File: src/rtl/bout_sequencer.sv
// Round-flow sequencer for a fencing bout: countdown, fencing, post-touch pause and
// bout-over phases, score keeping and winner declaration for the HUD and action FSM.
module bout_sequencer #(
    parameter int unsigned SEC_CYCLES     = 74_250_000,
    parameter int unsigned COUNTDOWN_SECS = 3,
    parameter int unsigned PAUSE_SECS     = 2,
    parameter int unsigned TARGET_SCORE   = 5
) (
    input  logic       clk_pixel_in,
    input  logic       rst_n_in,
    input  logic       start_in,
    input  logic       abort_in,
    input  logic       touch_valid_in,
    input  logic       player_scored_in,
    input  logic       opponent_scored_in,
    output logic       fsm_enable_out,
    output logic       fsm_hold_out,
    output logic [2:0] phase_out,
    output logic [3:0] countdown_sec_out,
    output logic [3:0] player_score_out,
    output logic [3:0] opponent_score_out,
    output logic [1:0] touch_out,
    output logic [1:0] winner_out
);

    localparam int unsigned TICK_W = (SEC_CYCLES > 1) ? $clog2(SEC_CYCLES) : 1;
    localparam logic [TICK_W-1:0] TICK_LAST = TICK_W'(SEC_CYCLES - 1);
    localparam logic [3:0] CD_LOAD    = 4'(COUNTDOWN_SECS);
    localparam logic [3:0] PAUSE_LOAD = 4'(PAUSE_SECS);
    localparam logic [3:0] TARGET     = 4'(TARGET_SCORE);

    typedef enum logic [2:0] {
        ST_IDLE      = 3'd0,
        ST_COUNTDOWN = 3'd1,
        ST_FENCE     = 3'd2,
        ST_PAUSE     = 3'd3,
        ST_DONE      = 3'd4
    } phase_t;

    phase_t            state;
    logic [TICK_W-1:0] tick;
    logic [3:0]        secs;
    logic              tick_wrap;
    logic              touch_hit;
    logic [3:0]        player_next;
    logic [3:0]        opponent_next;

    // Scores stop at the target so a 4-bit counter never wraps, even at 15.
    function automatic logic [3:0] sat_inc(input logic [3:0] score, input logic hit);
        if (hit && (score < TARGET)) begin
            return score + 4'd1;
        end
        return score;
    endfunction

    assign tick_wrap     = (tick == TICK_LAST);
    assign touch_hit     = touch_valid_in & (player_scored_in | opponent_scored_in);
    assign player_next   = sat_inc(player_score_out, player_scored_in);
    assign opponent_next = sat_inc(opponent_score_out, opponent_scored_in);
    assign phase_out     = state;

    always_ff @(posedge clk_pixel_in or negedge rst_n_in) begin
        if (!rst_n_in) begin
            state              <= ST_IDLE;
            tick               <= '0;
            secs               <= 4'd0;
            fsm_enable_out     <= 1'b0;
            fsm_hold_out       <= 1'b1;
            countdown_sec_out  <= 4'd0;
            player_score_out   <= 4'd0;
            opponent_score_out <= 4'd0;
            touch_out          <= 2'b00;
            winner_out         <= 2'b00;
        end else begin
            touch_out <= 2'b00;
            if (abort_in) begin
                state              <= ST_IDLE;
                tick               <= '0;
                secs               <= 4'd0;
                fsm_enable_out     <= 1'b0;
                fsm_hold_out       <= 1'b1;
                countdown_sec_out  <= 4'd0;
                player_score_out   <= 4'd0;
                opponent_score_out <= 4'd0;
                winner_out         <= 2'b00;
            end else begin
                case (state)
                    ST_IDLE: begin
                        player_score_out   <= 4'd0;
                        opponent_score_out <= 4'd0;
                        if (start_in) begin
                            state             <= ST_COUNTDOWN;
                            tick              <= '0;
                            secs              <= CD_LOAD;
                            countdown_sec_out <= CD_LOAD;
                        end
                    end
                    ST_COUNTDOWN: begin
                        if (tick_wrap) begin
                            tick <= '0;
                            if (secs == 4'd1) begin
                                state             <= ST_FENCE;
                                secs              <= 4'd0;
                                countdown_sec_out <= 4'd0;
                                fsm_enable_out    <= 1'b1;
                                fsm_hold_out      <= 1'b0;
                            end else begin
                                secs              <= secs - 4'd1;
                                countdown_sec_out <= secs - 4'd1;
                            end
                        end else begin
                            tick <= tick + TICK_W'(1);
                        end
                    end
                    ST_FENCE: begin
                        if (touch_hit) begin
                            player_score_out   <= player_next;
                            opponent_score_out <= opponent_next;
                            touch_out          <= {opponent_scored_in, player_scored_in};
                            fsm_enable_out     <= 1'b0;
                            fsm_hold_out       <= 1'b1;
                            if ((player_next == TARGET) || (opponent_next == TARGET)) begin
                                state      <= ST_DONE;
                                winner_out <= {opponent_next == TARGET, player_next == TARGET};
                            end else begin
                                state <= ST_PAUSE;
                                tick  <= '0;
                                secs  <= PAUSE_LOAD;
                            end
                        end
                    end
                    ST_PAUSE: begin
                        if (tick_wrap) begin
                            tick <= '0;
                            if (secs == 4'd1) begin
                                state             <= ST_COUNTDOWN;
                                secs              <= CD_LOAD;
                                countdown_sec_out <= CD_LOAD;
                            end else begin
                                secs <= secs - 4'd1;
                            end
                        end else begin
                            tick <= tick + TICK_W'(1);
                        end
                    end
                    ST_DONE: begin
                        if (start_in) begin
                            state              <= ST_COUNTDOWN;
                            tick               <= '0;
                            secs               <= CD_LOAD;
                            countdown_sec_out  <= CD_LOAD;
                            player_score_out   <= 4'd0;
                            opponent_score_out <= 4'd0;
                            winner_out         <= 2'b00;
                        end
                    end
                    default: begin
                        state <= ST_IDLE;
                    end
                endcase
            end
        end
    end

endmodule
File: config.mk
export PLATFORM = sky130hd
export DESIGN_NAME = bout_sequencer
export DESIGN_NICKNAME = d
export VERILOG_FILES = /design/src/rtl/bout_sequencer.sv
export SDC_FILE = /design/constraint.sdc
export NUM_CORES = 1
export LEC_CHECK = 0
export ABC_CLOCK_PERIOD_IN_PS = 6100
export BUFFER_PORTS_ARGS = -buffer_cell sky130_fd_sc_hd__buf_4
export CORE_AREA = 2 2 94 96
export CTS_CLUSTER_DIAMETER = 200
export CTS_CLUSTER_SIZE = 30
export DETAILED_ROUTE_END_ITERATION = 16
export DIE_AREA = 0 0 96 98
export PLACE_DENSITY = 0.65
export SLEW_MARGIN = 10
export SYNTH_ARGS = -nofsm -noshare
export SYNTH_HDL_FRONTEND = slang
export SYNTH_SLANG_ARGS = --single-unit
File: constraint.sdc
create_clock -name clk_pixel_in -period 6.1 [get_ports clk_pixel_in]
set_input_delay 1.22 -clock clk_pixel_in [delete_from_list [all_inputs] [get_ports clk_pixel_in]]
set_output_delay 1.22 -clock clk_pixel_in [all_outputs]
set_load 0.005 [all_outputs]
* Word-level counts from Yosys, hierarchy flattened *
Index checks and enable logic that the tools add are counted.

operators by class
  add/sub/neg operators = 4
  multiply operators = 0
  divide/modulo/power cells = 0
  $lt $le $gt $ge = 2
  equal/unequal tests = 17
  shifts and indexed selects = 0
  muxes and demuxes = 59
  bitwise logic cells = 2
  reductions and logical operators = 19

operators with widths
  operator                                                                      count
  27-bit 2-to-1 mux                                                             5
  27-bit case mux with 3 select lines                                           1
  4-bit 2-to-1 mux                                                              20
  4-bit case mux with 3 select lines                                            3
  27-bit by 1-bit adder with 27-bit output, second input constant               1
  27-bit equality test, second input constant                                   1
  3-bit 2-to-1 mux                                                              8
  3-bit inequality test, second input constant                                  8
  4-bit case mux with 4 select lines                                            1
  2-bit 2-to-1 mux                                                              7
  3-bit case mux with 4 select lines                                            1
  4-bit AND reduction                                                           3
  6-bit AND reduction                                                           2
  4-bit nonzero test                                                            3
  1-bit 2-to-1 mux                                                              10
  4-bit by 1-bit adder with 4-bit output, second input constant                 2
  4-bit by 3-bit equality test with 1-bit output, second input constant         2
  4-bit by 3-bit less-than comparator with 1-bit output, second input constant  2
  3-bit by 2-bit equality test with 1-bit output, second input constant         2
  3-bit nonzero test                                                            2
  5-bit AND reduction                                                           1
  5-bit nonzero test                                                            1
  4-bit by 1-bit equality test with 1-bit output, second input constant         1
  1-bit case mux with 2 select lines                                            2
  other kinds (12)                                                              14

storage, ports and cells
  register bits after elaboration = 52
  bits in latches = 0
  RAM bits = 0
  memory bits (read-only) = 0
  word-level logic and storage cells = 113
  memories = 0

* Logic depth before layout (Yosys ltp) *
Gate-level depths: netlist of the first run.

  depth after elaboration = 10
  gate-level depth with buffers = 9

* Worst setup path before layout of the first run *
Ideal clock, no wire load.

  path type = input -> register
  start point = input port opponent_scored_in
  end point = register tick[14]
  setup time = 87 ps
  arrival time = 2663 ps
  path slack = 3350 ps
  stages on the path = 7
  buffers on the path = 1
  cells stage by stage = nand2b_1 or4_1 a211oi_2 nand2_1 and3_4 buf_2 o211ai_1

on the way
  cells in the longest elaborated chain, start to end = 7
  elaborated cells on any way between the ends = 10
  those cells by class = 3 x eq/ne; 2 x mux; 2 x bitwise; 3 x reduce/logical

ends and longest elaborated chain
  element                                         RTL line  RTL
  from (decl)                                     15        input logic opponent_scored_in,
  1-bit logical AND                               50        if (hit && (score < TARGET)) begin
  1-bit 2-to-1 mux                                50
  4-bit 2-to-1 mux                                53        return score;
  4-bit by 3-bit equality test with 1-bit output  122       if ((player_next == TARGET) || (opponent_next == TARGET)) begin
  1-bit logical OR                                122
  3-bit inequality test (no line)                 --
  4-bit AND reduction (no line) *                 --
  to (signal assigned)                            112       tick <= tick + TICK_W'(1);
  to (signal assigned)                            143       tick <= tick + TICK_W'(1);
  to (decl)                                       41        logic [TICK_W-1:0] tick;

Every way passes the cells marked *; elsewhere a longest branch is shown, timed or not.
A chain may end at the register's enable or synchronous reset.

* Worst setup path in the final report of the first run *
  start point = input port abort_in
  end point = register tick[12]

on the way
  cells in the longest elaborated chain, start to end = 2
  elaborated cells on any way between the ends = 6
  those cells by class = 3 x eq/ne; 1 x mux; 2 x reduce/logical

ends and longest elaborated chain
  element                                                  RTL line  RTL
  from (decl)                                              12        input logic abort_in,
  3-bit inequality test (no line) (tied with other cells)  --
  4-bit AND reduction (no line)                            --

Several ways; a longest one is shown, not always the timed one.

==> results of run 1 <==
==> per-stage QoR <==
stage	std cells	instance area (µm²)	hold slack, ns	util (%)	power, W
6_report	488	3510	0.478	41.5	0.000715
5_1_grt	488	3510	0.501	41.5	0.000755
4_1_cts	488	3510	0.483	41.5	0.000724
3_5_place_dp	480	3410	0.467	40.2	0.000485
3_3_place_gp	480	3410	0.461	40.2	0.000483
2_1_floorplan	359	3140	0.441	-	0.000447
==> sequential cells by signal (all words and copies together) (netlist names) <==
name	flops
player_score_out	4
touch_out	2
phase_out	3
fsm_enable_out	1
tick	27
opponent_score_out	4
secs	4
fsm_hold_out	1
winner_out	2
countdown_sec_out	4
==> path summary, 6_finish.rpt <==
kind | start | end | slack [ns] | depth (start not counted)
min in group asynchronous | rst_n_in | tick[13] | 0.92 | 1
max | abort_in | tick[12] | 3.30 | 7
min | tick[15] | tick[15] | 0.48 | 1
max in group asynchronous | rst_n_in | countdown_sec_out[3] | 4.70 | 1
max reg2reg | player_score_out[0] | tick[4] | 3.56 | 8
min reg2reg | tick[15] | tick[15] | 0.48 | 1
==> power by group <==
| part | internal [W] | switching, W |
|---|---|---|
| registers | 0.000356 | 0.0000130 |
| clock network | 0.000122 | 0.000116 |
| logic | 0.0000437 | 0.0000650 |
| total | 0.000521 | 0.000194 |
==> metal layers <==
layer | vias up | track usage (%)
met5 | - | 0
met4 | 0 | 5.38
met3 | 8 | 2.93
met2 | 54 | 27.0
met1 | 1345 | 23.7
li1 | 1364 | -
==> cells in the mapped netlist, drive strengths merged, types with 4 or more instances <==
cell	instances	area [µm²]
nand4	7	58.8
ha	7	87.6
clkbuf	6	22.5
a31oi	21	131
a21oi	26	138
nand3	15	75.1
and3	8	55.1
o21ai	25	125
mux2i	4	40.0
nor3	17	90.1
mux2	6	67.6
nor2b	8	50.1
a21o	4	31.3
nand2b	6	37.5
nor2	21	81.3
nor4	5	46.3
nand2	47	176
or2	4	25.0
buf	11	76.3
o211ai	7	52.6
dfrtp	51	1280
inv	12	45.0
==> critical path, delay by kind of cell <==
kind / cells / cell delay, ns
AO/OA/AOI/OAI: 3 / 0.93
buffers and inverters: 3 / 0.73
AND/OR/NAND/NOR: 1 / 0.15
==> logic make-up (layout without fill, tap and decap cells) <==
family | after synthesis | count (layout) | synth area share (%)
DFF | 52 | 52 | 41.4
buffers and inverters | 29 | 50 | 4.58
adders and majority gates | 7 | 7 | 2.79
and+or+nand+nor | 153 | 153 | 25.9
AOI/OAI and AO/OA | 107 | 107 | 21.6
xor gates and xnor gates | 1 | 1 | 0.279
muxes | 10 | 10 | 3.42
==> final cells by class <==
| cell class | count | area, µm² |
|---|---|---|
| Clock inverter | 2 | 35.0 |
| Tap cell | 108 | 135 |
| Inverter | 12 | 45.0 |
| Fill cell | 841 | 4950 |
| Clock buffer | 6 | 72.6 |
| Sequential cell | 52 | 1300 |
| Timing Repair Buffer | 30 | 225 |
| Multi-Input combinational cell | 278 | 1700 |
==> results.cfg, run 1 <==
[clock_network]
cts_buffers = 5
htreeDepth = 2
cts.sinks = 52
path_clk_slew_ns = 0.09
cts_hold_buffers = 0
clockRootBuffer = clkbuf_8
post_cts_buffers = 0
cts_tree = built
clockBufferDepth = 2
clk_latency_ns = 0.31
cts_resized = 0

[detailed_routing]
wl_met3_um = 286
viasPerCell = 5.68
drtIter0Drc = 149
dr_wl_met2_um = 3640
ant_nets = 0
wl_per_cell_um = 15.2
wl_met1_um = 3430
postRouteWirelength_um = 7440
maxUsedRoutingLayer = met4
dr.pass1.iters = 4
drc = 0
vias = 2771

[pwr]
pwr_density_cell_nw_per_um2 = 204
peakVddDrop_v = 0.000119
power.leakage_nw = 1.46

[critical_path]
critPathMaxStageDelay_ns = 0.60
crit_path_frequent_cell = buf_4
cp_slowest_cell = a21oi_2
cp_cell_sequence = buf_4 > inv_1 > nand2_1 > a21oi_2 > buf_4 > o21ai_0 > a31oi_1
critPathArrivalTime_ns = 3.03
crit_type = input pin to flop
crit_path_start_kind = input pin
required_ns = 6.33
cp-end-kind = flop
crit_path_max_fanout = 22

[sta]
rsz0062_at_grt = false
skew_ns = 0.00829
finalWorstSetupSlack_ns = 3.30
final_max_slew_viol_count = 0
final-hold-violation-count = 0
min_period_over_period_pct = 45.9
post-route-min-period_ns = 2.80
setup_viol = 0
slew_headroom_pct = 47.6
worst_slew_pin_slew_ns = 0.779
fmax_mhz = 357
setup_tns_ns = 0

[finish]
drive_gt1_share_pct = 15.8
n_antenna_cell = 0
final_net_count = 393
syn_to_final_growth_pct = 11.7
layout_common_cells = dfrtp_1, nand2_1, buf_4
final_common_cell = dfrtp_1

[place]
gp_congestion = 0.841
pre_cts_ws_ns = 3.01
port_buffers = 27
hpwl_um = 5190

[grt]
globalRouteTotalUtil_pct = 17.1
grt_pass1_vias = 2690
grt_max_degree = 53
overflow = 0
antenna_found_initial = 0
grt_pass1_wl_um = 13000

[synth]
synth_area_um2 = 3140
synth_edf_count = 0
yosysSeqAreaShare_pct = 41.4
ys_ff_latch = 52
ys.flop_type = dfrtp_1
synth_cells = 359
synth.avg_cell_area_um2 = 8.76
ys_types = 58
syn_nets = 373
synthArstFlopShare_pct = 100
ys_warn_count = 0

[floorplanning]
dieArea_um2 = 9410
start_util_pct = 37.1
fp.coreArea_um2 = 8470
io_pins = 28
row_count = 34
die_h_um = 98
fp.dieW_um = 96

[run_status]
status = finished, final reports clean

[run]
drv_cap = 0

[hold_path]
hold_class = flop to flop
Note: power is estimated with default switching activity, not from simulation.
==> run 2: changes to the inputs <==
--- a/config.mk
+++ b/config.mk
@@ -5,14 +5,14 @@
 export SDC_FILE = /design/constraint.sdc
 export NUM_CORES = 1
 export LEC_CHECK = 0
-export ABC_CLOCK_PERIOD_IN_PS = 6100
+export ABC_CLOCK_PERIOD_IN_PS = 2330
 export BUFFER_PORTS_ARGS = -buffer_cell sky130_fd_sc_hd__buf_4
 export CORE_AREA = 2 2 94 96
 export CTS_CLUSTER_DIAMETER = 200
 export CTS_CLUSTER_SIZE = 30
 export DETAILED_ROUTE_END_ITERATION = 16
 export DIE_AREA = 0 0 96 98
-export PLACE_DENSITY = 0.65
+export PLACE_DENSITY = 0.67
 export SLEW_MARGIN = 10
 export SYNTH_ARGS = -nofsm -noshare
 export SYNTH_HDL_FRONTEND = slang
==> constraint.sdc (replaced) <==
create_clock -name clk_pixel_in -period 2.33 [get_ports clk_pixel_in]
set_input_delay 0.466 -clock clk_pixel_in [delete_from_list [all_inputs] [get_ports clk_pixel_in]]
set_output_delay 0.466 -clock clk_pixel_in [all_outputs]
set_load 0.005 [all_outputs]
==> run 2 against run 1 <==
Net effect: highest routed layer unchanged; critical path type is now flop to flop; flip-flop and latch count did not move; register-to-register slack got worse by 3.5 ns; global-route usage rose by 0.19 points; clock power rose to 2.6 times the previous value.
==> results.cfg, run 2 (synthesized netlist as in run 1, its figures left out) <==
[sta]
setup_tns_ns = 0
final-hold-violation-count = 0
fmax_mhz = 444
min_period_over_period_pct = 96.7
final_max_slew_viol_count = 0
holdWs_ns = 0.188
setup_viol = 0
post-route-min-period_ns = 2.25
slew_headroom_pct = 54.5
finalWorstSetupSlack_ns = 0.0769
rsz0062_at_grt = true
worst_slew_pin_slew_ns = 0.683
skew_ns = 0.00905

[grt]
grt_pass1_vias = 2723
globalRouteTotalUtil_pct = 17.3
overflow = 0
antenna_found_initial = 0
grt_max_degree = 53
grt_pass1_wl_um = 13100

[place]
postPlaceCellArea_um2 = 3550
hpwl_um = 5390
port_buffers = 27
gp_congestion = 0.809
pre_cts_ws_ns = 0.0621

[detailed_routing]
vias = 2828
wl_per_cell_um = 15.2
ant_nets = 0
postRouteWirelength_um = 7690
dr.pass1.iters = 4
drtIter0Drc = 145
viasPerCell = 5.59
drc = 0

[critical_path]
cp_slowest_cell = or4_4
crit_type = flop to flop
reg2reg_depth = 7
required_ns = 2.53
cp-end-kind = flop
critPathMaxStageDelay_ns = 0.54
cp_cell_sequence = inv_1 > ha_1 > or4_4 > a211oi_4 > nand2_2 > nand4_4 > mux2_2
crit_path_start_kind = flop
crit_path_max_fanout = 4
critPathArrivalTime_ns = 2.45

[run]
drv_cap = 0

[pwr]
power.leakage_nw = 1.55
pwr_density_cell_nw_per_um2 = 515
peakVddDrop_v = 0.000203

[finish]
final_common_cell = dfrtp_1
final_net_count = 411
post-route-cell-area_um2 = 3690
postLayoutCoreUtil_pct = 43.6
syn_to_final_growth_pct = 17.3
drive_gt1_share_pct = 20.6
n_antenna_cell = 0
largest_register_ffs = 27
layout_common_cells = dfrtp_1, buf_4, nand2_1
top_register = tick

[clock_network]
cts.sinks = 52
clockBufferDepth = 2
clockRootBuffer = clkbuf_8
clk_latency_ns = 0.31
htreeDepth = 2
path_clk_slew_ns = 0.10
cts_buffers = 5
cts_tree = built
cts_hold_buffers = 0

[hold_path]
hold_class = input pin to async pin

[floorplanning]
io_pins = 28
die_h_um = 98
start_util_pct = 37.1
fp.coreArea_um2 = 8470
row_count = 34
fp.dieW_um = 96
dieArea_um2 = 9410

[run_status]
status = finished, final reports clean
==> run 2: cell type report <==
cell class / instances / area (µm²)
Fill cell: 835 / 4780
Multi-Input combinational cell: 278 / 1730
Timing Repair Buffer: 48 / 373
Clock buffer: 6 / 72.6
Tap cell: 108 / 135
Inverter: 12 / 45.0
Sequential cell: 52 / 1300
Clock inverter: 2 / 35.0
==> run 2: worst max-delay path: cells and delay by family, from the launching register on <==
kind,cells,cell delay [ns]
AND/OR/NAND/NOR,3,0.79
flip-flops,1,0.36
multiplexers,1,0.35
adder cells (fa/ha/maj),1,0.31
AO/OA/AOI/OAI,1,0.28
buffers and inverters,1,0.06
==> run 2: path summary, 6_finish.rpt <==
check	startpoint	endpoint	slack, ns
worst max-delay path	opponent_score_out[1]	secs[3]	0.08
worst min-delay path	rst_n_in	tick[17]	0.19
worst max register to register	opponent_score_out[1]	secs[3]	0.08
worst min register to register	tick[15]	tick[15]	0.51
max in group asynchronous	rst_n_in	tick[22]	1.69
min in group clk_pixel_in	touch_valid_in	touch_out[0]	0.41
==> run 2: stage by stage <==
step,std cells,total power (W)
after global routing,506,0.00201
final,506,0.00190
after global placement,497,0.00128
after CTS,505,0.00192
after floorplan,359,0.00117
after detailed placement,497,0.00128
==> run 2: metal layers <==
layer,vias up,global-route usage (%),part of all wire (%),wire (µm)
met3,10,2.93,3.1,235
met4,0,4.07,1.2,94
li1,1398,-,-,-
met2,57,29.0,50,3860
met1,1363,23.1,46,3500
met5,-,0,0,0
==> run 2: timing repair <==
item,in CTS,in global routing
gates resized for setup,0,6
endpoints found under the setup margin,0,26
setup buffers,0,1
==> run 2: report_power, final <==
group	total [W]	leakage [nW]	internal, W	switching (W)
sequential	0.000962	0.713	0.000932	0.0000301
clock	0.000630	0.0552	0.000320	0.000310
combinational	0.000308	0.782	0.000129	0.000179
total	0.00190	1.55	0.00138	0.000519
==> run 3: changes to the inputs <==
--- a/config.mk
+++ b/config.mk
@@ -5,14 +5,14 @@
 export SDC_FILE = /design/constraint.sdc
 export NUM_CORES = 1
 export LEC_CHECK = 0
-export ABC_CLOCK_PERIOD_IN_PS = 2330
+export ABC_CLOCK_PERIOD_IN_PS = 2660
 export BUFFER_PORTS_ARGS = -buffer_cell sky130_fd_sc_hd__buf_4
 export CORE_AREA = 2 2 94 96
 export CTS_CLUSTER_DIAMETER = 200
 export CTS_CLUSTER_SIZE = 30
 export DETAILED_ROUTE_END_ITERATION = 16
 export DIE_AREA = 0 0 96 98
-export PLACE_DENSITY = 0.67
+export PLACE_DENSITY = 0.65
 export SLEW_MARGIN = 10
 export SYNTH_ARGS = -nofsm -noshare
 export SYNTH_HDL_FRONTEND = slang
==> constraint.sdc (replaced) <==
create_clock -name clk_pixel_in -period 2.66 [get_ports clk_pixel_in]
set_input_delay 0.532 -clock clk_pixel_in [delete_from_list [all_inputs] [get_ports clk_pixel_in]]
set_output_delay 0.532 -clock clk_pixel_in [all_outputs]
set_load 0.005 [all_outputs]
==> run 3 against run 2 <==
Net effect: clock skew barely moved; core utilization fell by 1.1 points; non-clock buffer count fell by 8; clock power fell by 13%; critical path depth did not move; critical path type unchanged; highest routed layer unchanged.
==> results.cfg, run 3 (synthesized netlist as in run 1, its figures left out) <==
[run_status]
status = finished, final reports clean

[critical_path]
crit_path_start_kind = flop
crit-reg2reg-launch = opponent_score_out[1]
critPathArrivalTime_ns = 2.60
cp-end-kind = flop
crit_path_max_fanout = 6
critPathLaunch = opponent_score_out[1]
required_ns = 2.86
crit_type = flop to flop

[detailed_routing]
vias = 2796
dr.pass1.iters = 4
ant_nets = 0
viasPerCell = 5.61
wl_per_cell_um = 14.6
drtIter0Drc = 169
postRouteWirelength_um = 7250
drc = 0

[finish]
syn_to_final_growth_pct = 14.3
fillers = 837
final_net_count = 403
postLayoutCoreUtil_pct = 42.4
top_register = tick
layout_common_cells = dfrtp_1, nand2_1, buf_4
n_antenna_cell = 0
final_common_cell = dfrtp_1
largest_register_ffs = 27
drive_gt1_share_pct = 18.2

[clock_network]
cts_hold_buffers = 0
cts.sinks = 52
clk_latency_ns = 0.31
cts_tree = built
htreeDepth = 2
cts_resized = 0
clockBufferDepth = 2
path_clk_slew_ns = 0.10
post_cts_buffers = 0
clockRootBuffer = clkbuf_8
cts_buffers = 5

[place]
gp_congestion = 0.840
port_buffers = 27
hpwl_um = 5070

[sta]
setup_tns_ns = 0
post-route-min-period_ns = 2.40
min_period_over_period_pct = 90.4
fmax_mhz = 416
holdWs_ns = 0.231
setup_viol = 0
final_max_slew_viol_count = 0
final-hold-violation-count = 0
slew_headroom_pct = 56.3
rsz0062_at_grt = false
skew_ns = 0.00946
worst_slew_pin_slew_ns = 0.655

[grt]
antenna_found_initial = 0
grt_pass1_vias = 2652
globalRouteTotalUtil_pct = 16.5
grt_pass1_wl_um = 12500
grt_max_degree = 53
overflow = 0

[floorplanning]
fp.dieW_um = 96
start_util_pct = 37.1
row_count = 34
die_h_um = 98
fp.coreArea_um2 = 8470
dieArea_um2 = 9410
io_pins = 28

[pwr]
pwr_density_cell_nw_per_um2 = 457
peakVddDrop_v = 0.000269
power.leakage_nw = 1.51

[hold_path]
hold_class = input pin to async pin

[run]
drv_cap = 0
==> run 3: final timing paths <==
check / endpoint / slack [ns] / cells past startpoint
max in group asynchronous: tick[0] / 1.97 / 1
worst min-delay path: tick[14] / 0.23 / 1
min in group clk_pixel_in: touch_out[1] / 0.47 / 2
worst min register to register: tick[15] / 0.48 / 1
worst max-delay path: secs[3] / 0.26 / 7
worst max register to register: secs[3] / 0.26 / 7
==> run 3: layout make-up <==
cell class	instances	area (µm²)	share of cell area (%)
multi-input combinational	278	1700	47.4
sequential	52	1300	36.2
timing repair buffer	40	300	8.36
clock buffer	6	72.6	2.02
tap	108	135	3.76
clock inverter	2	35.0	0.975
inverter	12	45.0	1.25
==> run 3: per-stage QoR <==
step | power [W] | instances | worst slack, ns | area, µm²
global route | 0.00173 | 498 | 0.0258 | 3590
finish | 0.00164 | 498 | 0.257 | 3590
detailed placement | 0.00112 | 490 | 0.242 | 3480
floorplan | 0.00102 | 359 | 0.351 | 3140
global placement | 0.00111 | 490 | 0.287 | 3480
CTS | 0.00167 | 498 | 0.212 | 3590
==> run 3: worst max-delay path: stages (launching register included) <==
cell,delay [ns]
dfrtp_1,0.45
inv_1,0.08
ha_1,0.29
or4_1,0.52
a211oi_2,0.28
nand2_1,0.17
nand4_4,0.16
mux2_2,0.34
==> run 3: power by group <==
part           switching [W]  total [W]  internal [W]  leakage, nW
registers          0.0000265   0.000842      0.000816        0.713
logic               0.000150   0.000256      0.000106        0.740
clock network       0.000265   0.000545      0.000280       0.0552
total               0.000442    0.00164       0.00120         1.51
==> run 3: metal layers <==
| metal | vias to the layer above | GRT usage [%] | part of all wire [%] |
|---|---|---|---|
| met5 | - | 0 | 0 |
| met4 | 0 | 5.82 | 1.8 |
| met3 | 11 | 3.09 | 3.7 |
| met2 | 54 | 26.1 | 49 |
| met1 | 1340 | 22.4 | 45 |
| li1 | 1391 | - | - |
